**config.mk**
```make
export PLATFORM = sky130hd
export DESIGN_NAME = axis_dsm_osr_ctrl
export DESIGN_NICKNAME = d
export VERILOG_FILES = /design/src/rtl/dsm_dac_pkg.sv /design/src/rtl/dsm_frame_timer.sv /design/src/rtl/axis_dsm_osr_ctrl.sv
export SDC_FILE = /design/constraint.sdc
export NUM_CORES = 1
export LEC_CHECK = 0
export ABC_AREA = 1
export CELL_PAD_IN_SITES_DETAIL_PLACEMENT = 0
export CELL_PAD_IN_SITES_GLOBAL_PLACEMENT = 1
export CORE_ASPECT_RATIO = 1.2
export CORE_MARGIN = 2
export CORE_UTILIZATION = 35
export CTS_CLUSTER_SIZE = 8
export DETAILED_ROUTE_END_ITERATION = 8
export PLACE_DENSITY_LB_ADDON = 0.1
export SLEW_MARGIN = 20
export SYNTH_ARGS = -nofsm -noshare
export SYNTH_HDL_FRONTEND = slang
export SYNTH_SLANG_ARGS = --single-unit
```
**constraint.sdc**
```tcl
create_clock -name aclk -period 2.8 [get_ports aclk]
set_input_delay 0.42 -clock aclk [delete_from_list [all_inputs] [get_ports aclk]]
set_output_delay 0.42 -clock aclk [all_outputs]
set_load 0.01 [all_outputs]
```
**src/rtl/dsm_dac_pkg.sv**
```systemverilog
// Shared types for the DSM DAC sample-rate controller.
// Holds the state encoding and the attenuation-shift width helper.
package dsm_dac_pkg;

  typedef enum logic [1:0] {
    IDLE      = 2'd0,
    RAMP_UP   = 2'd1,
    RUN       = 2'd2,
    RAMP_DOWN = 2'd3
  } dsm_state_e;

  // A zero-bit shift amount is not legal, so never return less than 1.
  function automatic int atten_w(input int atten_max);
    return (atten_max < 1) ? 1 : $clog2(atten_max + 1);
  endfunction

endpackage

```
**src/rtl/dsm_frame_timer.sv**
```systemverilog
// Frame position counter: counts beats 0..osr_l-1, latching the ratio at frame start.
// Latency 0 for frame_start/frame_end; advances only on beats, so it freezes under backpressure.
module dsm_frame_timer #(
  parameter int OSR_W = 8
) (
  input  logic             aclk,
  input  logic             arst,
  input  logic             clr,
  input  logic             beat,
  input  logic [OSR_W-1:0] cfg_osr,
  output logic             frame_start,
  output logic             frame_end
);

  logic [OSR_W-1:0] frame_cnt;
  logic [OSR_W-1:0] osr_q;
  logic [OSR_W-1:0] osr_eff;
  logic [OSR_W-1:0] osr_cur;

  assign osr_eff     = (cfg_osr == '0) ? OSR_W'(1) : cfg_osr;
  assign frame_start = (frame_cnt == '0);
  // On the first beat of a frame the live ratio applies; afterwards the latched one.
  assign osr_cur     = frame_start ? osr_eff : osr_q;
  assign frame_end   = beat && (frame_cnt == (osr_cur - OSR_W'(1)));

  always_ff @(posedge aclk) begin
    if (arst || clr) begin
      frame_cnt <= '0;
      osr_q     <= OSR_W'(1);
    end else if (beat) begin
      if (frame_start) begin
        osr_q <= osr_eff;
      end
      frame_cnt <= frame_end ? '0 : (frame_cnt + OSR_W'(1));
    end
  end

endmodule

```
**src/rtl/axis_dsm_osr_ctrl.sv**
```systemverilog
// Feeds a DSM DAC one sample per cycle, upsampling by zero-order hold with a click-free volume ramp.
// Output latency 1 cycle after input handshake; input ready only at frame start while the DAC side is ready.
module axis_dsm_osr_ctrl
  import dsm_dac_pkg::*;
#(
  parameter int WIDTH     = 16,
  parameter int OSR_W     = 8,
  parameter int ATTEN_MAX = WIDTH - 1
) (
  input  logic             aclk,
  input  logic             arst,
  input  logic             cfg_enable,
  input  logic [OSR_W-1:0] cfg_osr,
  input  logic [WIDTH-1:0] s_axis_data_tdata,
  input  logic             s_axis_data_tvalid,
  output logic             s_axis_data_tready,
  output logic [WIDTH-1:0] m_axis_data_tdata,
  output logic             m_axis_data_tvalid,
  input  logic             m_axis_data_tready,
  output logic             busy,
  output logic [15:0]      underrun_cnt
);

  localparam int            AW        = atten_w(ATTEN_MAX);
  localparam logic [AW-1:0] ATTEN_TOP = AW'(ATTEN_MAX);

  dsm_state_e              state_q, state_d;
  logic [AW-1:0]           atten_q, atten_d;
  logic signed [WIDTH-1:0] hold_q;
  logic [15:0]             underrun_q;
  logic                    beat;
  logic                    s_hs;
  logic                    frame_start;
  logic                    frame_end;
  logic                    underrun_evt;

  assign m_axis_data_tvalid = (state_q != IDLE);
  assign busy               = (state_q != IDLE);
  assign beat               = m_axis_data_tvalid && m_axis_data_tready;
  assign s_axis_data_tready = (state_q != IDLE) && frame_start && m_axis_data_tready;
  assign s_hs               = s_axis_data_tready && s_axis_data_tvalid;
  assign underrun_evt       = (state_q == RUN) && beat && frame_start && !s_axis_data_tvalid;
  assign m_axis_data_tdata  = hold_q >>> atten_q;
  assign underrun_cnt       = underrun_q;

  dsm_frame_timer #(
    .OSR_W (OSR_W)
  ) u_frame_timer (
    .aclk        (aclk),
    .arst        (arst),
    .clr         (state_d == IDLE),
    .beat        (beat),
    .cfg_osr     (cfg_osr),
    .frame_start (frame_start),
    .frame_end   (frame_end)
  );

  // An enable change always wins over a ramp step landing on the same cycle.
  always_comb begin
    state_d = state_q;
    atten_d = atten_q;
    case (state_q)
      IDLE: begin
        if (cfg_enable) begin
          state_d = RAMP_UP;
          atten_d = ATTEN_TOP;
        end
      end
      RAMP_UP: begin
        if (!cfg_enable) begin
          state_d = RAMP_DOWN;
        end else if (frame_end) begin
          if (atten_q == '0) state_d = RUN;
          else               atten_d = atten_q - AW'(1);
        end
      end
      RUN: begin
        if (!cfg_enable) state_d = RAMP_DOWN;
      end
      RAMP_DOWN: begin
        if (cfg_enable) begin
          state_d = RAMP_UP;
        end else if (frame_end) begin
          if (atten_q == ATTEN_TOP) state_d = IDLE;
          else                      atten_d = atten_q + AW'(1);
        end
      end
      default: state_d = IDLE;
    endcase
  end

  always_ff @(posedge aclk) begin
    if (arst) begin
      state_q <= IDLE;
      atten_q <= ATTEN_TOP;
    end else begin
      state_q <= state_d;
      atten_q <= atten_d;
    end
  end

  always_ff @(posedge aclk) begin
    if (arst || (state_d == IDLE)) begin
      hold_q <= '0;
    end else if (s_hs) begin
      hold_q <= s_axis_data_tdata;
    end
  end

  always_ff @(posedge aclk) begin
    if (arst) begin
      underrun_q <= '0;
    end else if (underrun_evt && (underrun_q != 16'hFFFF)) begin
      underrun_q <= underrun_q + 16'd1;
    end
  end

endmodule

```
==> impl_metrics.tcl <==
set metrics [dict create \
    outcome "finished, violations left" \
    violations "negative setup slack" \
    fin_skew_ns 0.00977 \
    critical_path_buf_inv_count 5 \
    viasPerCell 4.91 \
    place_hpwl_um 9590 \
    ys_ff_latch 54 \
    synth_cell_type_count 41 \
    busiest_layer "met2" \
    max_freq_mhz 347 \
    ctsLongestPathBuffers 2 \
    holdWs_ns 0.490 \
    cp_common_cell "nand2_1" \
    portBuffers 63 \
    met1_usage_pct 24.3 \
    die_y_um 122 \
    p_seq_share_pct 31.6 \
    drt-total-wl_um 12600 \
    clkPwrFrac_pct 24.3 \
    n_antenna_cell 0 \
    cts.sinks 54 \
    htreeDepth 2 \
    synth-main-ff-cell "dfxtp_1" \
    synth_top_area_share_pct 26.7 \
    setup_slack_ns -0.0853 \
    max-cap-violations 0 \
    drt_iter0_drc 195 \
    grt_max_degree 26 \
    io_pins 64 \
    p_per_area_nw_per_um2 476 \
    seq_area_frac_synth_pct 26.7 \
    area_growth_pct 43.4 \
    path_class "primary input to flop" \
    synth_common_cells "175 x nand2_1, 62 x inv_1, 54 x dfxtp_1" \
    p_sw_uw 1040 \
    gr-total-overflow 0 \
    yosysMostFrequentCell "nand2_1" \
    power_frac_comb_pct 44.2 \
    slew_headroom_pct 53.8 \
    grt_first_pass_wirelength_um 19900 \
    rsz0062_at_grt "yes" \
    layout-drive-gt1-share_pct 23.9 \
    cts_tree "done" \
    die_w_um 102 \
    cp-start-kind "primary input" \
    drt-wirelength-per-cell_um 14.1 \
    synthArstFlopShare_pct 0 \
    cts.clk_slew.worst_paths_ns 0.07 \
    fin_util_pct 50.8 \
    antenna_found_initial 0 \
    syn-num-nets 652 \
    worstReg2RegStart "u_frame_timer.frame_cnt[0]" \
    yosysWarnings 0 \
    min_path_cells 1 \
    cts_buffers 5 \
    first_pass_iters 5 \
    syn_inst 616 \
    ctsRootBufferMaster "clkbuf_16" \
    num_rows 43 \
    final_hold_viol_count 0 \
    coreArea_sq_um 11400 \
    start_util_pct 35.4 \
    setup_viol 38 \
    switching_share_pct 37.5 \
    crit_path_cell_trace "clkdlybuf4s50_1, nor2_1, nand4_1, nand3_2, nand2_4, ha_4, buf_6, nand3_4, nor2_4, buf_6, nand2_1, nand2_1, nor2_2, nand2_2, nor2_4, nand3_2, nand2_1, nand2_1, nand2_2, nand2_4, buf_12, buf_12, nand2_1, nand2_1" \
    grtUsageMet3_pct 2.75 \
    p_total_uw 2760 \
    hp-start "underrun_cnt[5]" \
    arrival_ns 3.08 \
    tightest_slew_ns 0.686 \
    crit_start "cfg_osr[1]" \
    slowest_stage "clkdlybuf4s50_1" \
    p_leak_uw 0.00258 \
    dieArea_sq_um 12400 \
    rr_worst_depth 25 \
    synth_area_sq_um 4040 \
    use_met2_pct 37.7 \
    synthTopCellsByArea "dfxtp_1 27%, nand2_1 16%, a21oi_2 6.5%, inv_1 5.8%, nand3_1 5.6%" \
    period_needed_ns 2.89 \
    synth_edf_count 0 \
    vdd_drop_max_v 0.000243 \
    avgSynthCellArea_sq_um 6.56 \
    num_vias 4387 \
    r2r_setup_slack_ns -0.08 \
    fin_crit_sh_pct 103 \
    critPathRequiredTime_ns 3.00 \
    place_congestion 0.885 \
    critPathMaxStageDelay_ns 0.44 \
    intPower_uw 1730 \
    drc_errors 0 \
    grt_pass1_vias 4067 \
    cp-end-kind "flop" \
    reg2reg_to "u_frame_timer.osr_q[0]" \
    antenna_left 0 \
    crit_family "simple AND/OR/NAND/NOR gates" \
    place_ws_ns -0.399 \
    hold_path_class "flop to flop" \
    min_to "underrun_cnt[5]" \
    clk_latency_ns 0.30 \
    fin_nets 771 \
    drv_slew 0 \
    cts_hold_buf 0 \
    grt_usage_pct 20.5 \
    yosys.area.top_type "dfxtp_1" \
    path_max_fanout 6 \
]
[power groups by stage]
stage | sequential (uW) | combinational, uW | clock, uW
2_1_floorplan | 865 | 687 | 0
5_1_grt | 879 | 1340 | 711
3_3_place_gp | 884 | 1040 | 0
6_report | 871 | 1220 | 670
3_5_place_dp | 885 | 1050 | 0
4_1_cts | 869 | 1150 | 684
[worst max-delay path by stage]
| stage | to | slack, ns | cells past startpoint |
|---|---|---|---|
| 2_1_floorplan | u_frame_timer.frame_cnt[0] | 0.03 | 21 |
| 3_3_place_gp | hold_q[0] | -0.37 | 19 |
| 3_5_place_dp | hold_q[0] | -0.40 | 19 |
| 4_1_cts | hold_q[1] | -0.05 | 25 |
| 5_1_grt | u_frame_timer.osr_q[0] | -0.31 | 26 |
| 6_report | u_frame_timer.osr_q[0] | -0.09 | 24 |
[metal layers]
layer / up-vias / routed length [um]
li1: 2262 / -
met1: 2024 / 5440
met2: 85 / 6560
met3: 16 / 391
met4: 0 / 242
met5: - / 0
[final cells by class]
class,instances,area (sq um)
Clock buffer,6,139
Fill cell,1202,5610
Clock inverter,2,16.3
Timing Repair Buffer,130,1330
Multi-Input combinational cell,470,2750
Sequential cell,54,1080
Inverter,74,280
Tap cell,157,196
[stage by stage]
step                      cells  TNS, ns  area (sq um)
final                       893    -1.90          5800
after global routing        893   -10.68          5800
after CTS                   890    -1.37          5610
after detailed placement    873   -14.21          5220
after global placement      873   -13.25          5220
after floorplan             616        0          4060
[sequential cells by signal, summed over array words and instances (netlist names)]
register and flops:
atten_q 4, hold_q 16, u_frame_timer.frame_cnt 8, state_q 2
underrun_cnt 16, u_frame_timer.osr_q 8
[cell usage in the layout, fill, tap and decap left out, types with 6 or more instances in the layout]
cell and instances:
nand2_4 6, a21oi_1 19, buf_12 6, o21ai_0 41
nand3_1 38, buf_4 49, inv_1 59, o21ai_1 6
mux2i_1 19, clkdlybuf4s50_1 59, nor2_4 8, nor3_1 7
nand2_2 12, nand2_1 165, nand4_1 11, dfxtp_1 51
inv_2 10, nor2_1 44, a21oi_2 32, clkbuf_16 7
[logic make-up after synthesis]
logic type	after synthesis	share of synthesized area [%]
AOI/OAI and AO/OA	119	18.8
adders and majority gates	7	2.35
DFF	54	26.7
buffers and inverters	92	10.2
and+or+nand+nor	317	35.4
xor gates and xnor gates	6	1.30
muxes	21	5.20
[what timing repair did]
action,in CTS,in global routing
gates resized for setup,32,32
pin swaps,18,14
endpoints found under the setup margin,45,47
buffers inserted,7,1
gates cloned,2,2
Note: power is estimated with default switching activity, not from simulation.
